## src/rtl/cpu_clk_pkg.sv

```systemverilog
// Shared types and defaults for the CPU clock-enable controller.
package cpu_clk_pkg;

  typedef enum logic [1:0] {
    HALT,
    RUN,
    STEP
  } clk_state_t;

  localparam int unsigned DEBOUNCE_DEFAULT = 1_000_000;

endpackage

```

## src/rtl/cpu_clk_ctrl_btn_debounce.sv

```systemverilog
// Button conditioning: 2-flop synchronizer, stable-count debouncer and a
// one-cycle press pulse on the debounced rising edge only.
module btn_debounce
  import cpu_clk_pkg::*;
#(
  parameter int unsigned DEBOUNCE_CYCLES = DEBOUNCE_DEFAULT
) (
  input  logic clk,
  input  logic rst,
  input  logic btn_raw,
  output logic press
);

  localparam int unsigned CW = (DEBOUNCE_CYCLES > 1) ? $clog2(DEBOUNCE_CYCLES) : 1;
  localparam logic [CW-1:0] CNT_MAX = CW'(DEBOUNCE_CYCLES - 1);

  logic          sync1_q;
  logic          sync2_q;
  logic          deb_q;
  logic          deb_prev_q;
  logic [CW-1:0] cnt_q;

  // The counter only advances while the synchronized level disagrees with the
  // accepted level, so any bounce back to the old level restarts the wait.
  always_ff @(posedge clk) begin
    if (rst) begin
      sync1_q    <= 1'b0;
      sync2_q    <= 1'b0;
      deb_q      <= 1'b0;
      deb_prev_q <= 1'b0;
      cnt_q      <= '0;
    end else begin
      sync1_q    <= btn_raw;
      sync2_q    <= sync1_q;
      deb_prev_q <= deb_q;
      if (sync2_q == deb_q) begin
        cnt_q <= '0;
      end else if (cnt_q == CNT_MAX) begin
        deb_q <= sync2_q;
        cnt_q <= '0;
      end else begin
        cnt_q <= cnt_q + CW'(1);
      end
    end
  end

  assign press = deb_q & ~deb_prev_q;

endmodule

```

## src/rtl/cpu_clk_ctrl.sv

```systemverilog
// Turns the slow divider tick into a single-cycle CPU clock enable, with
// RUN / HALT / single-STEP control from two buttons and the CPU's HLT request.
module cpu_clk_ctrl
  import cpu_clk_pkg::*;
#(
  parameter int unsigned DEBOUNCE_CYCLES = DEBOUNCE_DEFAULT,
  parameter logic        START_RUNNING   = 1'b0
) (
  input  logic       clk,
  input  logic       rst,
  input  logic       tick,
  input  logic       btn_run,
  input  logic       btn_step,
  input  logic       halt_req,
  output logic       cpu_en,
  output logic       running,
  output logic [7:0] en_count
);

  clk_state_t state_q;
  logic       tick_q;
  logic       cpu_en_q;
  logic [7:0] en_count_q;
  logic       tick_rise;
  logic       run_p;
  logic       step_p;

  btn_debounce #(
    .DEBOUNCE_CYCLES(DEBOUNCE_CYCLES)
  ) u_run_btn (
    .clk    (clk),
    .rst    (rst),
    .btn_raw(btn_run),
    .press  (run_p)
  );

  btn_debounce #(
    .DEBOUNCE_CYCLES(DEBOUNCE_CYCLES)
  ) u_step_btn (
    .clk    (clk),
    .rst    (rst),
    .btn_raw(btn_step),
    .press  (step_p)
  );

  assign tick_rise = tick & ~tick_q;

  // cpu_en defaults low every cycle, so it can only ever be a one-cycle pulse;
  // halt_req outranks everything in RUN so a HLT never gets one extra step.
  always_ff @(posedge clk) begin
    if (rst) begin
      state_q    <= START_RUNNING ? RUN : HALT;
      tick_q     <= 1'b0;
      cpu_en_q   <= 1'b0;
      en_count_q <= 8'd0;
    end else begin
      tick_q   <= tick;
      cpu_en_q <= 1'b0;
      if (cpu_en_q) begin
        en_count_q <= en_count_q + 8'd1;
      end
      case (state_q)
        HALT: begin
          if (run_p) begin
            state_q <= RUN;
          end else if (step_p) begin
            state_q  <= STEP;
            cpu_en_q <= 1'b1;
          end
        end
        RUN: begin
          if (halt_req) begin
            state_q <= HALT;
          end else if (run_p) begin
            state_q <= HALT;
          end else if (tick_rise) begin
            cpu_en_q <= 1'b1;
          end
        end
        STEP: begin
          state_q <= HALT;
        end
        default: begin
          state_q <= HALT;
        end
      endcase
    end
  end

  assign cpu_en   = cpu_en_q;
  assign running  = (state_q == RUN);
  assign en_count = en_count_q;

endmodule

```

## config.mk

```make
export PLATFORM = sky130hd
export DESIGN_NAME = cpu_clk_ctrl
export DESIGN_NICKNAME = d
export VERILOG_FILES = /design/src/rtl/cpu_clk_pkg.sv /design/src/rtl/cpu_clk_ctrl_btn_debounce.sv /design/src/rtl/cpu_clk_ctrl.sv
export SDC_FILE = /design/constraint.sdc
export NUM_CORES = 1
export LEC_CHECK = 0
export CAP_MARGIN = 40
export CORE_MARGIN = 4
export CORE_UTILIZATION = 45
export DETAILED_ROUTE_END_ITERATION = 8
export PLACE_DENSITY_LB_ADDON = 0.1
export SKIP_LAST_GASP = 1
export SLEW_MARGIN = 10
export SYNTH_ARGS = -nofsm -noshare
export SYNTH_HDL_FRONTEND = slang
export SYNTH_SLANG_ARGS = --single-unit
```

## constraint.sdc

```tcl
create_clock -name clk -period 2.3 [get_ports clk]
set_input_delay 0.46 -clock clk [delete_from_list [all_inputs] [get_ports clk]]
set_output_delay 0.46 -clock clk [all_outputs]
set_load 0.02 [all_outputs]
```

==> summary.txt, run 1 <==
CTS
  • CTS max path bufs: 2
  • Clk slew on worst S/H paths: 0.06 ns
  • CTS HTree Levels: 3
  • Post-CTS setup buffer count: 0
  • Worst-Skew Late Latency: 0.33 ns
  • CTS Sinks: 60
  • CTS buffer count: 9
  • Hold Buf Count CTS: 0
  • Post-CTS Resized: 0
  • CTS tree: done
  • Root buffer cell: clkbuf_8

Global routing
  • Vias in the first global route: 1963
  • Overflow after GRT: 0
  • Largest net degree at the start of global routing: 21
  • Total global-route track usage: 14.7%
  • Antenna violations before repair: 0
  • First-pass GRT wire length: roughly 8.5 mm

Min path
  • Worst Hold Launch: u_step_btn.sync1_q
  • Hold depth: 1
  • Hold Crit Class: flip-flop to flip-flop
  • Hold worst-path end: u_step_btn.sync2_q

STA
  • Worst Tran Pin Value: around 0.41 ns
  • Fin crit period: 1.95 ns
  • Setup TNS: 0 ns
  • Peak Freq: about 510 MHz
  • Final-report setup violation count: 0
  • Slack of the critical path: 0.350 ns
  • Clock Skews: 0.00460 ns
  • Fin. Hold Viols: 0
  • Slew HR: 72.5%
  • Unrepaired setup endpoints after global routing: no
  • Final period util: 84.8%
  • Slew Viols, Final: 0

Route
  • Antenna viol nets, final: 0
  • DRT Pass-1 Iters: 4
  • Residual DRC: 0
  • Routed vias/inst: 5.29
  • Via Count: 2042
  • DR iter-0 viols: 97
  • Drt wl/cell: 12.1 um
  • Drt total wl: 4.65 mm

Setup path
  • CP Launch Type: flip-flop
  • Worst r2r path cells: 5
  • Critical setup path kind: flip-flop to primary output
  • Crit-path max FO: 4
  • R2R Path Start: u_step_btn.cnt_q[0]
  • Crit path capture type: primary output
  • R2R setup slack: between 0.3 and 0.4 ns
  • Worst R2R End: u_step_btn.cnt_q[18]
  • Worst path required time: 1.84 ns
  • CP Data Arrival Time: around 1.5 ns

Logic synthesis
  • Cells after synthesis: 290
  • Synth cell types: 34
  • Mean Syn Cell Area: 8.87 um^2
  • Warnings from Yosys: 0
  • Synthesized Nets: between 200 and 300
  • Seq/Total Area, Yosys: 46.7%
  • Cell Area, Synth: between 2000 and 3000 um^2
  • Flops & latches, synth: 60

Placed design
  • PortBufs: 15
  • DP HPWL: between 3 and 4 mm
  • Pre-CTS WS: around 0.36 ns
  • Final GP Congestion: 0.830

Pwr
  • Power density cells: 655 nW/um^2
  • Seq pwr share: approximately 54%
  • Clock network power share: 44.9%
  • Int Pwr: 0.00156 W
  • VDD IR max: 0.000336 V
  • Sw frac: 20.1%
  • Logic pwr share: 1.6%
  • Leakage power: 0.901 nW
  • P_sw: ~0.00039 W

Final layout
  • Fin nets: 319
  • Layout cell share with drive strength beyond 1: 7.32%
  • Ant. Diodes: 0
  • Area Growth Syn to Fin: 16.1%
  • Fin util: a little over half

Floorplanning
  • Placeable Area: 5540 um^2
  • Row count: 27
  • Starting Density: between 40% and 50%
  • Die Ht: 83.6 um
  • DIE AREA: ~7000 um^2
  • Chip Width: 83.6 um
  • I/O Pins: 16

Status
  • Status: complete, no violations

Run
  • Max-cap violations: 0
==> through the flow <==
step | cell area, um^2 | power, W | instances | hold WS [ns]
6_report | 2990 | 0.00196 | 386 | 0.440
3_5_place_dp | 2800 | 0.00110 | 371 | 0.429
4_1_cts | 2990 | 0.00199 | 386 | 0.444
5_1_grt | 2990 | 0.00204 | 386 | 0.467
3_3_place_gp | 2800 | 0.00110 | 371 | 0.418
2_1_floorplan | 2570 | 0.00109 | 290 | 0.414
==> placed cells by master, fill, tap and decap left out, types with 2 or more instances in the layout <==
| cell type | netlist | final |
|---|---|---|
| clkbuf_8 | 0 | 13 |
| o21ai_0 | 12 | 11 |
| nor3_1 | 4 | 4 |
| ha_1 | 3 | 3 |
| dfxtp_1 | 60 | 60 |
| and3_1 | 4 | 4 |
| nand2_1 | 18 | 18 |
| nor2_1 | 38 | 38 |
| xnor2_1 | 15 | 15 |
| inv_1 | 9 | 9 |
| clkdlybuf4s50_1 | 0 | 15 |
| or4b_2 | 3 | 3 |
| or4_1 | 7 | 7 |
| and4_1 | 3 | 3 |
| a21oi_1 | 18 | 18 |
| buf_4 | 0 | 4 |
| mux2i_1 | 2 | 2 |
| xor2_1 | 14 | 14 |
| nand4_1 | 11 | 11 |
| o31ai_1 | 6 | 6 |
| nor4b_1 | 3 | 3 |
| or3_1 | 12 | 12 |
| nor2b_1 | 9 | 9 |
| o21ai_1 | 1 | 2 |
| nand3_1 | 15 | 15 |
| and2_1 | 2 | 2 |
| nor4_1 | 4 | 4 |
| or4b_1 | 2 | 2 |
==> power groups by stage <==
stage	logic [W]	registers (W)	clock network, W
finish	0.0000304	0.00105	0.000877
global route	0.0000336	0.00105	0.000958
detailed placement	0.0000309	0.00107	0
global placement	0.0000306	0.00107	0
floorplan	0.0000161	0.00107	0
CTS	0.0000311	0.00105	0.000911
==> worst max path at each step <==
stage | to | start | slack, ns
final | running | state_q[0] | 0.35
after global routing | u_step_btn.cnt_q[18] | u_step_btn.cnt_q[0] | 0.24
after CTS | running | state_q[0] | 0.33
after detailed placement | u_step_btn.cnt_q[6] | u_step_btn.cnt_q[12] | 0.36
after global placement | u_step_btn.cnt_q[11] | u_step_btn.cnt_q[12] | 0.38
after floorplan | u_step_btn.cnt_q[18] | u_step_btn.cnt_q[0] | 0.47
==> Yosys cell counts <==
library cell  count  share of area, %
a2111oi_0         1              0.34
a21oi_1          18               3.5
and2_1            2              0.49
and3_1            4              0.97
and4_1            3               1.0
buf_1             1              0.15
buf_2             4              0.78
clkbuf_1          4              0.58
clkbuf_2          1              0.19
dfxtp_1          60                47
ha_1              3               1.5
inv_1             9               1.3
mux2i_1           2              0.78
nand2_1          18               2.6
nand3_1          15               2.9
nand3_4           1              0.68
nand4_1          11               2.7
nand4bb_1         1              0.44
nor2_1           38               5.5
nor2b_1           9               2.2
nor3_1            4              0.78
nor4_1            4              0.97
nor4b_1           3               1.0
o21ai_0          12               2.3
o21ai_1           1              0.19
o31ai_1           6               1.8
o41ai_1           1              0.34
or3_1            12               2.9
or4_1             7               2.0
or4_4             1              0.44
or4b_1            2              0.78
or4b_2            3               1.2
xnor2_1          15               5.1
xor2_1           14               4.8
==> registers in the layout, summed over array words and instances, names as in the netlist <==
name and cells:
u_run_btn.sync1_q 1, u_step_btn.sync2_q 1, u_run_btn.deb_q 1, u_step_btn.deb_q 1
tick_q 1, u_run_btn.deb_prev_q 1, u_step_btn.cnt_q 20, u_run_btn.cnt_q 20
u_step_btn.sync1_q 1, u_run_btn.sync2_q 1, state_q 2, cpu_en 1
en_count 8, u_step_btn.deb_prev_q 1
==> kinds of logic (layout without fill, tap and decap cells) <==
kind of cell | count (synthesis) | count (layout) | synth area share, %
AO/OA/AOI/OAI | 39 | 39 | 8.47
XOR/XNOR | 29 | 29 | 9.88
adder cells (fa/ha/maj) | 3 | 3 | 1.46
buffers and inverters | 19 | 43 | 3.02
flip-flops | 60 | 60 | 46.7
multiplexers | 2 | 2 | 0.779
AND/OR/NAND/NOR | 138 | 138 | 29.7
==> layout make-up <==
type / count / area (um^2)
Fill cell: 527 / 2550
Multi-Input combinational cell: 211 / 1290
Sequential cell: 60 / 1200
Clock buffer: 14 / 183
Timing Repair Buffer: 19 / 180
Tap cell: 72 / 90.1
Inverter: 9 / 33.8
Clock inverter: 1 / 5.00
==> worst max-delay path: stages, from the launching register on <==
cell and delay, ns:
dfxtp_1 0.38, nor2b_1 0.16, clkdlybuf4s50_1 0.62
==> routing by layer <==
metal	part of all wire, %	track usage (%)	vias up
met5	0	0	-
met2	47	23.6	20
met4	1.4	6.87	0
met1	48	17.8	949
met3	3.5	4.84	7
li1	-	-	1066
Power figures use the tool's default switching activity.
==> inputs of run 2 (changes only) <==
==> constraint.sdc (replaced) <==
create_clock -name clk -period 1.9 [get_ports clk]
set_input_delay 0.38 -clock clk [delete_from_list [all_inputs] [get_ports clk]]
set_output_delay 0.38 -clock clk [all_outputs]
set_load 0.02 [all_outputs]
==> run 2 against run 1 <==
Effect of this change: worst setup slack lost 0.29 ns; final cell count grew 8.0%; critical path depth rose by 3; utilization increased by 4.9 points; first-iteration DRC count decreased by 22%; sequential power grew 21%; clock power grew 43%; sequential share of layout area is 3.4 points lower; critical endpoint is now u_step_btn.cnt_q[18]; highest routed layer unchanged.
==> summary.txt, run 2 (synthesis results as in run 1) <==
Route
  • Drt wl/cell: 11.8 um (-1.8%)
  • DRT Pass-1 Iters: 4 (unchanged)
  • Met3 routed WL: 159 um (-1.9%)
  • Routed vias/inst: 5.15 (-2.6%)
  • Wl on met1: 2.38 mm (+7.5%)
  • Via Count: 2149 (+5.2%)
  • Drt total wl: 4.94 mm (+6.1%)
  • Top routing layer used: met4
  • Residual DRC: 0 (unchanged)
  • Antenna viol nets, final: 0 (unchanged)
  • DR iter-0 viols: 76 (-22%)
  • Metal2 WL: 2.30 mm (+4.4%)

STA
  • Slack of the critical path: 0.0556 ns (-0.294 ns)
  • Fin. Hold Viols: 0 (unchanged)
  • Slew HR: 76.6% (+4.1 points)
  • Final period util: 97.1%
  • Worst Tran Pin Value: 0.348 ns (-0.0609 ns)
  • Worst hold margin: 0.439 ns (-0.00115 ns)
  • Slew Viols, Final: 0 (unchanged)
  • Clock Skews: 0.00342 ns (-0.00117 ns)
  • Unrepaired setup endpoints after global routing: yes
  • Fin crit period: 1.84 ns
  • Final-report setup violation count: 0 (unchanged)
  • Peak Freq: 542 MHz

Final layout
  • Layout cell share with drive strength beyond 1: 15.9% (+8.6 points)
  • Fin nets: 349 (+9.4%)
  • Area Growth Syn to Fin: 26.7%
  • Ant. Diodes: 0 (unchanged)
  • Most common cell after layout, fill and taps aside: dfxtp_1
  • Fillers: 520 (-1.3%)
  • Commonest cells after routing, fill and taps aside: 60 x dfxtp_1, 38 x nor2_1, 33 x buf_4

Setup path
  • Crit-path max FO: 20 (+16)
  • Crit path capture type: flip-flop
  • CP Data Arrival Time: 2.06 ns (+0.57 ns)
  • R2R setup slack: 0.06 ns (-0.31 ns)
  • Critical setup path kind: flip-flop to flip-flop
  • Worst r2r path cells: 5 (unchanged)
  • Worst R2R End: u_step_btn.cnt_q[18]
  • R2R Path Start: u_step_btn.cnt_q[11]
  • CP Launch Type: flip-flop
  • Worst path required time: 2.11 ns (+0.27 ns)

CTS
  • CTS Sinks: 60 (unchanged)
  • CTS tree: done
  • Worst-Skew Late Latency: 0.33 ns (about the same)
  • CTS buffer count: 9 (unchanged)
  • Clk slew on worst S/H paths: 0.07 ns (about the same)
  • CTS max path bufs: 2 (unchanged)
  • Hold Buf Count CTS: 0 (unchanged)
  • Root buffer cell: clkbuf_8
  • CTS HTree Levels: 3 (unchanged)

Floorplanning
  • DIE AREA: 6990 um^2 (unchanged)
  • Die Ht: 83.6 um (unchanged)
  • Chip Width: 83.6 um (unchanged)
  • Row count: 27 (unchanged)
  • Starting Density: 46.4% (unchanged)
  • I/O Pins: 16 (unchanged)
  • Placeable Area: 5540 um^2 (unchanged)

Global routing
  • Vias in the first global route: 1941 (-1.1%)
  • Largest net degree at the start of global routing: 21 (unchanged)
  • Total global-route track usage: 14.7% (-0.039 points)
  • First-pass GRT wire length: 8.40 mm (-0.73%)
  • Antenna violations before repair: 0 (unchanged)
  • Overflow after GRT: 0 (unchanged)

Min path
  • Hold Crit Class: flip-flop to flip-flop
  • Hold worst-path end: u_step_btn.sync2_q
  • Hold depth: 1 (unchanged)
  • Worst Hold Launch: u_step_btn.sync1_q

Pwr
  • Power density cells: 786 nW/um^2 (+20%)
  • PnR Total Power: 0.00256 W (+31%)
  • Leakage power: 1.09 nW (+21%)
  • VDD IR max: 0.000395 V (+18%)

Placed design
  • PortBufs: 15 (unchanged)
  • DP HPWL: 3.54 mm (+11%)
  • Pre-CTS WS: 0.000279 ns (-0.362 ns)
  • Final GP Congestion: 0.844 (+1.6%)

Status
  • Status: complete, no violations

Run
  • Max-cap violations: 0 (unchanged)
run 2: cell count changes in the layout (fill, tap and decap cells not counted):
cell / before / now
buf_12: 0 / 1
buf_4: 4 / 33
bufinv_16: 0 / 2
clkbuf_8: 13 / 10
clkdlybuf4s50_1: 15 / 14
clkinv_2: 1 / 3
dlymetal6s2s_1: 0 / 1
o21ai_1: 2 / 1
o21ai_2: 0 / 1
run 2: what timing repair did:
item	CTS	global route
setup buffers	0	0
gates resized for setup	1	1
endpoints found under the setup margin	19	19
cloned	0	0
pin swaps	0	1
run 2: how the worst max path moves through the flow:
stage,end,startpoint
3_3_place_gp,u_step_btn.cnt_q[17],u_step_btn.cnt_q[11]
4_1_cts,running,state_q[0]
2_1_floorplan,u_step_btn.cnt_q[18],u_step_btn.cnt_q[0]
6_report,u_step_btn.cnt_q[18],u_step_btn.cnt_q[11]
3_5_place_dp,u_step_btn.cnt_q[13],u_step_btn.cnt_q[11]
5_1_grt,u_step_btn.cnt_q[5],u_step_btn.cnt_q[11]
run 2: through the flow:
stage          area (um^2)  utilization, %  cells  TNS, ns
2_1_floorplan         2570               -    290        0
3_3_place_gp          3040            54.8    401        0
6_report              3260            58.8    417        0
5_1_grt               3260            58.8    417   -0.192
3_5_place_dp          3040            54.8    401        0
4_1_cts               3260            58.8    417        0
run 2: cell type report:
cell class	instances	area, um^2	area share (%)
Multi-Input combinational cell	211	1300	39.8
Clock buffer	11	141	4.34
Tap cell	72	90.1	2.76
Sequential cell	60	1200	36.9
Clock inverter	5	75.1	2.30
Timing Repair Buffer	49	420	12.9
Inverter	9	33.8	1.04
run 2: critical path, stage by stage (launching register included):
cell and delay, ns:
dfxtp_1 0.31, or4b_1 0.51, or4_4 0.50, o21ai_2 0.18, buf_12 0.18, a21oi_1 0.05
run 2: routing by layer:
layer / global-route usage, % / vias to the layer above
met3: 4.24 / 7
met5: 0 / -
li1: - / 1129
met1: 17.8 / 993
met4: 7.60 / 0
met2: 23.6 / 20
run 2: power breakdown:
part	switching [W]	internal [W]	total [W]
logic	0.0000199	0.0000220	0.0000419
registers	0.00000293	0.00126	0.00127
clock network	0.000485	0.000768	0.00125
total	0.000508	0.00205	0.00256
